[config.mk]
export PLATFORM = sky130hd
export DESIGN_NAME = if_id_stage
export DESIGN_NICKNAME = d
export VERILOG_FILES = /design/src/rtl/if_id_stage.sv
export SDC_FILE = /design/constraint.sdc
export NUM_CORES = 1
export LEC_CHECK = 0
export BUFFER_PORTS_ARGS = -buffer_cell sky130_fd_sc_hd__buf_2
export CAP_MARGIN = 30
export CELL_PAD_IN_SITES_DETAIL_PLACEMENT = 0
export CELL_PAD_IN_SITES_GLOBAL_PLACEMENT = 1
export CORE_ASPECT_RATIO = 0.8
export CORE_MARGIN = 3
export CORE_UTILIZATION = 43
export CTS_CLUSTER_DIAMETER = 60
export DETAILED_ROUTE_END_ITERATION = 6
export PLACE_DENSITY_LB_ADDON = 0.1
export SYNTH_ARGS = -nofsm -noshare
export SYNTH_HDL_FRONTEND = slang
export SYNTH_SLANG_ARGS = --single-unit
[constraint.sdc]
create_clock -name clk -period 4.6 [get_ports clk]
set_input_delay 0.23 -clock clk [delete_from_list [all_inputs] [get_ports clk]]
set_output_delay 0.23 -clock clk [all_outputs]
set_load 0.02 [all_outputs]
[src/rtl/if_id_stage.sv]
// if_id_stage: instruction fetch handshake against a variable-latency memory,
// one-entry skid buffer and IF/ID register with opcode pre-decode for the PC block.
// Optional build macro FETCH_PERF_EN adds perf_fetched / perf_stall counters.
module if_id_stage #(
    parameter int IMEM_TIMEOUT = 15
) (
    input  logic        clk,
    input  logic        rstd,
    input  logic [31:0] pc_fetch,
    output logic        imem_req,
    output logic [31:0] imem_addr,
    input  logic        imem_ack,
    input  logic [31:0] imem_rdata,
    input  logic        stall_id,
    input  logic        flush,
    output logic [31:0] ir_id,
    output logic [31:0] pc_id,
    output logic        valid_id,
    output logic [1:0]  stop_d,
    output logic [25:0] addr_d,
    output logic        halted,
    output logic        err_timeout
`ifdef FETCH_PERF_EN
    ,
    output logic [31:0] perf_fetched,
    output logic [31:0] perf_stall
`endif
);

    typedef enum logic [1:0] {S_REQ, S_WAIT, S_FULL, S_HALT} state_t;

    localparam logic [5:0] OP_JUMP = 6'd40;
    localparam logic [5:0] OP_HALT = 6'd63;
    localparam logic [3:0] TO_LAST = 4'(IMEM_TIMEOUT - 1);

    state_t      state_q, state_d;
    logic [31:0] ir_id_q, ir_id_d, pc_id_q, pc_id_d;
    logic [31:0] skid_ir_q, skid_ir_d, skid_pc_q, skid_pc_d;
    logic        valid_id_q, valid_id_d;
    logic        pend_q, pend_d;
    logic        halted_q, halted_d;
    logic        err_q, err_d;
    logic [3:0]  to_cnt_q, to_cnt_d;
`ifdef FETCH_PERF_EN
    logic [31:0] perf_fetched_q, perf_fetched_d, perf_stall_q, perf_stall_d;
`endif

    logic        in_fetch, do_flush, accept, capture, release_skid, load;
    logic [31:0] load_ir, load_pc;
    logic [1:0]  stop_int;

    // Jump or branch opcodes that need a one-shot redirect/pending indication.
    function automatic logic is_ctl(input logic [5:0] op);
        return op inside {6'd32, 6'd33, 6'd34, 6'd35, 6'd40, 6'd42};
    endfunction

    // Handshake qualifiers: what enters IF/ID or the skid this cycle.
    always_comb begin
        in_fetch     = (state_q == S_REQ) || (state_q == S_WAIT);
        do_flush     = flush && (state_q != S_HALT);
        accept       = in_fetch && imem_ack && !stall_id && !flush;
        capture      = in_fetch && imem_ack && stall_id && !flush;
        release_skid = (state_q == S_FULL) && !stall_id && !flush;
        load         = accept || release_skid;
        load_ir      = accept ? imem_rdata : skid_ir_q;
        load_pc      = accept ? pc_fetch : skid_pc_q;
    end

    // PC control: hold unless a fetch completes; a pending jump/branch is
    // reported once, on the first cycle the PC is actually free to move.
    always_comb begin
        stop_int = 2'b10;
        if (accept) begin
            if (valid_id_q && pend_q && (ir_id_q[31:26] == OP_JUMP)) stop_int = 2'b01;
            else if (valid_id_q && pend_q)                          stop_int = 2'b11;
            else                                                    stop_int = 2'b00;
        end
    end

    // Fetch state machine next state.
    always_comb begin
        state_d = state_q;
        case (state_q)
            S_REQ, S_WAIT: begin
                if (flush)         state_d = S_REQ;
                else if (imem_ack) state_d = stall_id ? S_FULL : S_REQ;
                else               state_d = S_WAIT;
            end
            S_FULL:  if (flush || !stall_id) state_d = S_REQ;
            default: state_d = S_HALT;
        endcase
        if (load && (load_ir[31:26] == OP_HALT)) state_d = S_HALT;
    end

    // IF/ID register, skid buffer, pre-decode flags and fetch timeout.
    always_comb begin
        ir_id_d    = ir_id_q;
        pc_id_d    = pc_id_q;
        valid_id_d = valid_id_q;
        pend_d     = pend_q;
        halted_d   = halted_q;
        skid_ir_d  = skid_ir_q;
        skid_pc_d  = skid_pc_q;
        to_cnt_d   = '0;
        err_d      = 1'b0;
        if (do_flush) begin
            valid_id_d = 1'b0;
            pend_d     = 1'b0;
        end else if (load) begin
            ir_id_d    = load_ir;
            pc_id_d    = load_pc;
            valid_id_d = 1'b1;
            pend_d     = is_ctl(load_ir[31:26]);
            halted_d   = halted_q || (load_ir[31:26] == OP_HALT);
        end else if (!stall_id) begin
            valid_id_d = 1'b0;
            pend_d     = 1'b0;
        end
        if (capture) begin
            skid_ir_d = imem_rdata;
            skid_pc_d = pc_fetch;
        end
        // The request stays up after a timeout; only the counter restarts.
        if ((state_q == S_WAIT) && !imem_ack && !flush) begin
            if (to_cnt_q == TO_LAST) err_d    = 1'b1;
            else                     to_cnt_d = to_cnt_q + 4'd1;
        end
    end

`ifdef FETCH_PERF_EN
    // Performance counters, free-running and wrapping.
    always_comb begin
        perf_fetched_d = perf_fetched_q + {31'd0, (accept || capture)};
        perf_stall_d   = perf_stall_q + {31'd0, ((stop_int == 2'b10) && (state_q != S_HALT))};
    end
`endif

    // State and data registers, asynchronously cleared.
    always_ff @(posedge clk or negedge rstd) begin
        if (!rstd) begin
            state_q        <= S_REQ;
            ir_id_q        <= '0;
            pc_id_q        <= '0;
            skid_ir_q      <= '0;
            skid_pc_q      <= '0;
            valid_id_q     <= 1'b0;
            pend_q         <= 1'b0;
            halted_q       <= 1'b0;
            err_q          <= 1'b0;
            to_cnt_q       <= '0;
`ifdef FETCH_PERF_EN
            perf_fetched_q <= '0;
            perf_stall_q   <= '0;
`endif
        end else begin
            state_q        <= state_d;
            ir_id_q        <= ir_id_d;
            pc_id_q        <= pc_id_d;
            skid_ir_q      <= skid_ir_d;
            skid_pc_q      <= skid_pc_d;
            valid_id_q     <= valid_id_d;
            pend_q         <= pend_d;
            halted_q       <= halted_d;
            err_q          <= err_d;
            to_cnt_q       <= to_cnt_d;
`ifdef FETCH_PERF_EN
            perf_fetched_q <= perf_fetched_d;
            perf_stall_q   <= perf_stall_d;
`endif
        end
    end

    // Outputs; request and PC control are forced idle while reset is held.
    always_comb begin
        imem_req    = rstd && in_fetch;
        imem_addr   = pc_fetch;
        stop_d      = rstd ? stop_int : 2'b10;
        ir_id       = ir_id_q;
        pc_id       = pc_id_q;
        valid_id    = valid_id_q;
        addr_d      = ir_id_q[25:0];
        halted      = halted_q;
        err_timeout = err_q;
`ifdef FETCH_PERF_EN
        perf_fetched = perf_fetched_q;
        perf_stall   = perf_stall_q;
`endif
    end

endmodule
==> impl_metrics.csv, run 1 <==
group,metric,value,unit
run_status,status,"finished, final reports clean",
clock_network,clk_path_buf_depth,2,
yosys,ys_ff_latch,138,
setup_path,cp.required,4.37,ns
worst_hold_path,hold_path.class,"input pin to flip-flop",
setup_path,endpoint_kind,"primary output",
power,power,0.00429,W
die,fp-row-count,39,
grt,grt_usage,16.5,%
grt,grt_max_degree,74,
clock_network,cts-root-buf,"clkbuf_16",
sta,min_period,2.62,ns
layout,final_cell_mix,"buf_2 (195), dfrtp_1 (138), nand2_1 (70)",
grt,grt_pass1_vias,4032,
drt,routed_wl,13100,um
drt,ant_nets,0,
clock_network,clkSinkCount,138,
drt,vias,4143,
yosys,synthXorXnorAreaFrac,0.275,%
die,start_util,44.2,%
yosys,ys_seq_area_share,54.2,%
power,power_density,560,mW/mm^2
drt,wl_per_cell,15.2,um
setup_path,worst_setup_path_start_kind,"flip-flop",
placed_design,dp_hpwl,8850,um
sta,tns,0,ns
sta,fmax,382,MHz
yosys,synthDistinctLibCells,35,
sta,rsz0062_at_grt,"no",
grt,grt_pass1_wl,21100,um
sta,setup_violations,0,
layout,final_area,0.00767,sq mm
placed_design,dpl-instance-area,0.00697,sq mm
clock_network,clk_pin_slew,0.06,ns
layout,nets,736,
setup_path,cp_slowest_stage_delay,0.78,ns
die,core-area,0.0144,sq mm
yosys,synth_area_per_cell,12.0,sq um
yosys,synthCells,529,
yosys,ys_warn_count,0,
sta,slew_headroom,36.0,%
clock_network,clk_latency,0.41,ns
placed_design,routabilityCongestion,0.731,
job,cap_violations,0,
yosys,muxShareOfSynthArea,21.2,%
clock_network,post_cts_buffers,0,
setup_path,critical_path_class,"flip-flop to primary output",
die,dieWidth,142,um
yosys,synth_nets,600,
layout,drive_above_1_share,44.8,%
die,die-area,0.0163,sq mm
die,io_pins,197,
drt,firstDrtPassIters,4,
yosys,synth_top_family_by_area,"multiplexers",
yosys,synth-simple-area-share,7.04,%
setup_path,cp_max_fo,57,
sta,min_period_over_period,57.0,%
drt,viasPerCell,4.81,
layout,syn2layout_area_growth,20.4,%
setup_path,critPathTopFamily,"buffers and inverters",
die,die_h,115,um
placed_design,portBuffers,196,
clock_network,htree_levels,4,
layout,antenna-diode-count,0,
sta,finalMaxSlewViolations,0,
yosys,synth_top_area_share,54.2,%
yosys,synth-compound-area-share,5.90,%
drt,drc,0,
layout,final_common_cell,"buf_2",
clock_network,numCtsBuffers,17,
power,vdd_drop_max,267,uV
yosys,syn_area,0.00637,sq mm
sta,hold_viol_final,0,
yosys,synthAdderAreaFrac,0.393,%
setup_path,cp_slowest_cell,"buf_4",
yosys,synth_top_cell_by_area,"dfrtp_1",
grt,gr-total-overflow,0,
yosys,synth.area.top_cells,"dfrtp_1 (54%), mux2_2 (11%), mux2i_1 (9.9%), buf_4 (7.2%), nand2_1 (4.1%)",
power,p_leak,3.67,nW
setup_path,crit_arrival,2.39,ns
setup_path,crit_buf_inv,2,
sta,clock_skew,0.00798,ns
setup_path,cp_cell_sequence,"nor4b_4 -> buf_4 -> and4_1 -> buf_2",
sta,worst_slew_pin_slew,0.960,ns
drt,first_iter_violations,143,
grt,antenna_found_initial,1,
clock_network,cts_tree,"built",
-- state kept, by name (all words and copies together), names as in the netlist --
| name | cells |
|---|---|
| to_cnt_q | 4 |
| err_timeout | 1 |
| ir_id | 32 |
| skid_pc_q | 32 |
| state_q | 2 |
| skid_ir_q | 32 |
| halted | 1 |
| pc_id | 32 |
| valid_id | 1 |
| pend_q | 1 |
-- cell usage after synthesis, drive strengths merged --
master / count
o21ai: 65
or2: 2
or3b: 1
nor4b: 1
nor2b: 2
nand2b: 1
buf: 82
mux2i: 63
nor3b: 1
nand4: 1
nor3: 2
o311ai: 1
or4bb: 1
and4: 3
a221o: 1
and3: 1
and2b: 1
a21oi: 3
clkbuf: 5
mux2: 64
nor2: 8
dfrtp: 138
nand2: 70
a21boi: 1
inv: 1
xor2: 1
a32oi: 1
ha: 2
xnor2: 1
nand3: 5
-- layout make-up --
type                            instances  area [sq um]
Fill cell                            1277          6730
Sequential cell                       138          3450
Clock buffer                           18           439
Multi-Input combinational cell        303          2240
Clock inverter                         13           248
Timing Repair Buffer                  204          1050
Tap cell                              184           230
Inverter                                1          3.75
-- report_power, final --
| group | total, W | switching [W] | internal [W] |
|---|---|---|---|
| Sequential | 0.00168 | 0.000175 | 0.00151 |
| Combinational | 0.00102 | 0.000620 | 0.000403 |
| Clock | 0.00159 | 0.000507 | 0.00108 |
-- worst paths after layout --
path,from,endpoint,slack (ns),depth (start not counted)
max,state_q[1],stop_d[0],1.98,4
min,imem_rdata[24],skid_ir_q[24],0.06,2
max reg2reg,state_q[1],state_q[0],2.17,5
min reg2reg,pc_id[17],pc_id[17],0.47,2
max in group asynchronous,rstd,pc_id[27],2.85,3
min in group asynchronous,rstd,ir_id[0],0.39,2
-- routing by layer --
| layer | vias up | GRT usage (%) | share of wire (%) |
|---|---|---|---|
| met5 | - | 0 | 0.061 |
| met4 | 2 | 4.86 | 1.1 |
| met3 | 16 | 5.53 | 6.5 |
| met2 | 125 | 25.3 | 45 |
| met1 | 1964 | 22.4 | 47 |
| li1 | 2036 | - | - |
-- through the flow --
step / utilization [%] / worst slack [ns] / std cells / hold slack (ns)
6_report: 53.3 / 1.98 / 861 / 0.0616
5_1_grt: 53.3 / 1.79 / 861 / 0.0496
4_1_cts: 53.3 / 1.91 / 861 / 0.0402
3_5_place_dp: 48.4 / 2.14 / 829 / 0.288
3_3_place_gp: 48.4 / 2.21 / 829 / 0.284
2_1_floorplan: - / 2.92 / 529 / -0.0656
-- cell families after synthesis --
| logic type | Yosys count |
|---|---|
| multiplexers | 127 |
| AND/OR/NAND/NOR | 100 |
| adder cells (fa/ha/maj) | 2 |
| buffers and inverters | 88 |
| flip-flops | 138 |
| XOR/XNOR | 2 |
| AO/OA/AOI/OAI | 72 |
-- what timing repair did --
item,CTS,global route
setup endpoints to repair,0,0
hold buffers,1,0
endpoints found under the hold margin,69,0
resized for setup,0,0
(Power assumes the default switching activity.)
==> run 2: changes to the inputs <==
--- a/config.mk
+++ b/config.mk
@@ -5,13 +5,14 @@
 export SDC_FILE = /design/constraint.sdc
 export NUM_CORES = 1
 export LEC_CHECK = 0
+export ABC_AREA = 1
 export BUFFER_PORTS_ARGS = -buffer_cell sky130_fd_sc_hd__buf_2
 export CAP_MARGIN = 30
 export CELL_PAD_IN_SITES_DETAIL_PLACEMENT = 0
 export CELL_PAD_IN_SITES_GLOBAL_PLACEMENT = 1
 export CORE_ASPECT_RATIO = 0.8
 export CORE_MARGIN = 3
-export CORE_UTILIZATION = 43
+export CORE_UTILIZATION = 34
 export CTS_CLUSTER_DIAMETER = 60
 export DETAILED_ROUTE_END_ITERATION = 6
 export PLACE_DENSITY_LB_ADDON = 0.1
==> constraint.sdc (replaced) <==
create_clock -name clk -period 2.25 [get_ports clk]
set_input_delay 0.1125 -clock clk [delete_from_list [all_inputs] [get_ports clk]]
set_output_delay 0.1125 -clock clk [all_outputs]
set_load 0.02 [all_outputs]
==> impl_metrics.csv, run 2 <==
group,metric,value,unit
run_status,status,"finished, final reports clean",
layout,final_cell_mix,"nand2_1 (209), buf_2 (195), dfrtp_1 (138)",
sta,rsz0062_at_grt,"no",
worst_hold_path,hold_path.class,"input pin to flip-flop",
yosys,ys_ff_latch,138,
setup_path,endpoint_kind,"primary output",
yosys,synthDistinctLibCells,26,
yosys,netlist_top_cells_count,"nand2_1 (210), dfrtp_1 (138), o21ai_1 (103)",
yosys,synth_edf_count,0,
power,vdd_drop_max,491,uV
layout,final_common_cell,"nand2_1",
setup_path,critPathTopFamily,"simple AND/OR/NAND/NOR gates",
yosys,synth_nets,818,
yosys,synth_area_per_cell,8.52,sq um
layout,final_area,0.00842,sq mm
sta,worst_slew_pin_slew,0.694,ns
placed_design,routabilityCongestion,0.766,
drt,drc,0,
placed_design,dp_hpwl,11400,um
job,cap_violations,0,
sta,clock_skew,0.00676,ns
grt,grt_max_degree,130,
clock_network,post_cts_buffers,0,
placed_design,preCtsSetupSlack,0.568,ns
setup_path,cp.required,2.14,ns
grt,gr-total-overflow,0,
clock_network,clk_pin_slew,0.06,ns
drt,first_iter_violations,331,
clock_network,cts_hold_buf,65,
sta,setup_violations,0,
setup_path,crit_arrival,1.93,ns
drt,ant_nets,0,
drt,routed_wl,18500,um
placed_design,dpl-instance-area,0.00715,sq mm
yosys,syn_area,0.00636,sq mm
clock_network,clkSinkCount,138,
layout,fin_cells,1205,
power,power_density,979,mW/mm^2
die,dieWidth,159,um
setup_path,worst_setup_path_start_kind,"flip-flop",
sta,tns,0,ns
setup_path,cp_slowest_cell,"dfrtp_1",
drt,firstDrtPassIters,5,
yosys,synth.most_common_cell,"nand2_1",
sta,hold_viol_final,0,
drt,vias,5584,
setup_path,reg2reg_slack,0.53,ns
sta,fmax,490,MHz
die,core-area,0.0182,sq mm
clock_network,cts-root-buf,"clkbuf_16",
yosys,synth.area.top_cells,"dfrtp_1 (54%), nand2_1 (12%), o21ai_1 (8.1%), buf_4 (7.0%), nand3_1 (5.4%)",
drt,wl_per_cell,15.3,um
clock_network,clk_path_buf_depth,2,
placed_design,portBuffers,196,
setup_path,cp_cell_sequence,"nor2_4 -> nand2_2 -> buf_4 -> nor3_1 -> buf_2",
die,fp-row-count,44,
setup_path,critical_path_class,"flip-flop to primary output",
setup_path,cp_slowest_stage_delay,0.44,ns
layout,fin_util,46.2,%
sta,slew_headroom,53.7,%
die,io_pins,197,
grt,antenna_found_initial,0,
die,die-area,0.0204,sq mm
yosys,async_flop_share,100,%
grt,grt_usage,18.5,%
yosys,synthCells,747,
grt,grt_pass1_wl,30200,um
die,start_util,34.9,%
yosys,synth_top_area_share,54.3,%
layout,drive_above_1_share,26.7,%
sta,finalMaxSlewViolations,0,
die,die_h,128,um
placed_design,place_inst,1108,
clock_network,clk_latency,0.42,ns
clock_network,cts_tree,"built",
grt,grt_pass1_vias,5758,
sta,min_period,2.04,ns
drt,viasPerCell,4.63,
layout,nets,1010,
clock_network,numCtsBuffers,17,
layout,syn2layout_area_growth,32.3,%
clock_network,cts_resized,0,
clock_network,htree_levels,4,
yosys,synth_top_cell_by_area,"dfrtp_1",
sta,setup_ws,0.208,ns
setup_path,crit_buf_inv,2,
layout,antenna-diode-count,0,
power,p_leak,4.39,nW
yosys,synth_flop_cell,"dfrtp_1",
sta,min_period_over_period,90.8,%
setup_path,cp_max_fo,16,
yosys,ys_warn_count,0,
yosys,ys_seq_area_share,54.3,%
run 2: cell count changes after synthesis, sizes merged, moves of 2 or more:
| cell | change |
|---|---|
| a21oi | +2 |
| and4 | -3 |
| buf | +12 |
| clkbuf | +4 |
| inv | +14 |
| mux2 | -59 |
| mux2i | -63 |
| nand2 | +141 |
| nand3 | +65 |
| nor2 | +66 |
| nor2b | -2 |
| o21ai | +54 |
| or2 | -2 |
run 2: worst paths after layout:
kind / startpoint / cells past startpoint / endpoint
hold reg to reg: skid_pc_q[29] / 2 / skid_pc_q[29]
max in group asynchronous: rstd / 3 / skid_ir_q[31]
setup / recovery: state_q[1] / 5 / stop_d[0]
setup reg to reg: state_q[1] / 6 / ir_id[7]
hold / removal: stall_id / 5 / valid_id
min in group asynchronous: rstd / 2 / ir_id[26]
run 2: where the power goes:
part / total [W] / internal, W / leakage [nW] / switching [W]
clock network: 0.00290 / 0.00182 / 0.298 / 0.00108
logic: 0.00200 / 0.000711 / 2.35 / 0.00129
registers: 0.00334 / 0.00301 / 1.74 / 0.000334
total: 0.00824 / 0.00554 / 4.39 / 0.00270
run 2: worst register-to-register path, cell delays in order (launching register included):
cell and delay (ns):
dfrtp_1 0.44, nor2_4 0.25, nand2_2 0.18, inv_2 0.24, buf_4 0.28, o21ai_1 0.09
o21ai_1 0.17
run 2: area by class of cell:
cell class,instances,area (sq um)
repair buffers,276,1790
multi-input cells,491,2190
clock buffers,20,467
clock inverters,12,146
inverters,15,56.3
well taps,253,317
fillers,1807,9810
flip-flops and latches,138,3450
run 2: metal layers:
| layer | GRT usage (%) | up-vias | routed length, um |
|---|---|---|---|
| li1 | - | 2744 | - |
| met3 | 4.09 | 21 | 895 |
| met2 | 29.3 | 160 | 8450 |
| met1 | 25.3 | 2659 | 8840 |
| met5 | 0 | - | 0 |
| met4 | 6.59 | 0 | 278 |
run 2: cells by family after synthesis:
family	synth area share, %
and+or+nand+nor	23.0
DFF	54.3
AOI/OAI and AO/OA	9.76
buffers and inverters	11.4
muxes	0.885
xor gates and xnor gates	0.275
adders and majority gates	0.393
run 2: metrics by stage:
stage	hold WS (ns)	power, W
5_1_grt	0.101	0.00872
3_5_place_dp	-0.0577	0.00532
4_1_cts	0.0651	0.00835
3_3_place_gp	-0.0571	0.00530
2_1_floorplan	-0.183	0.00469
6_report	0.0781	0.00824
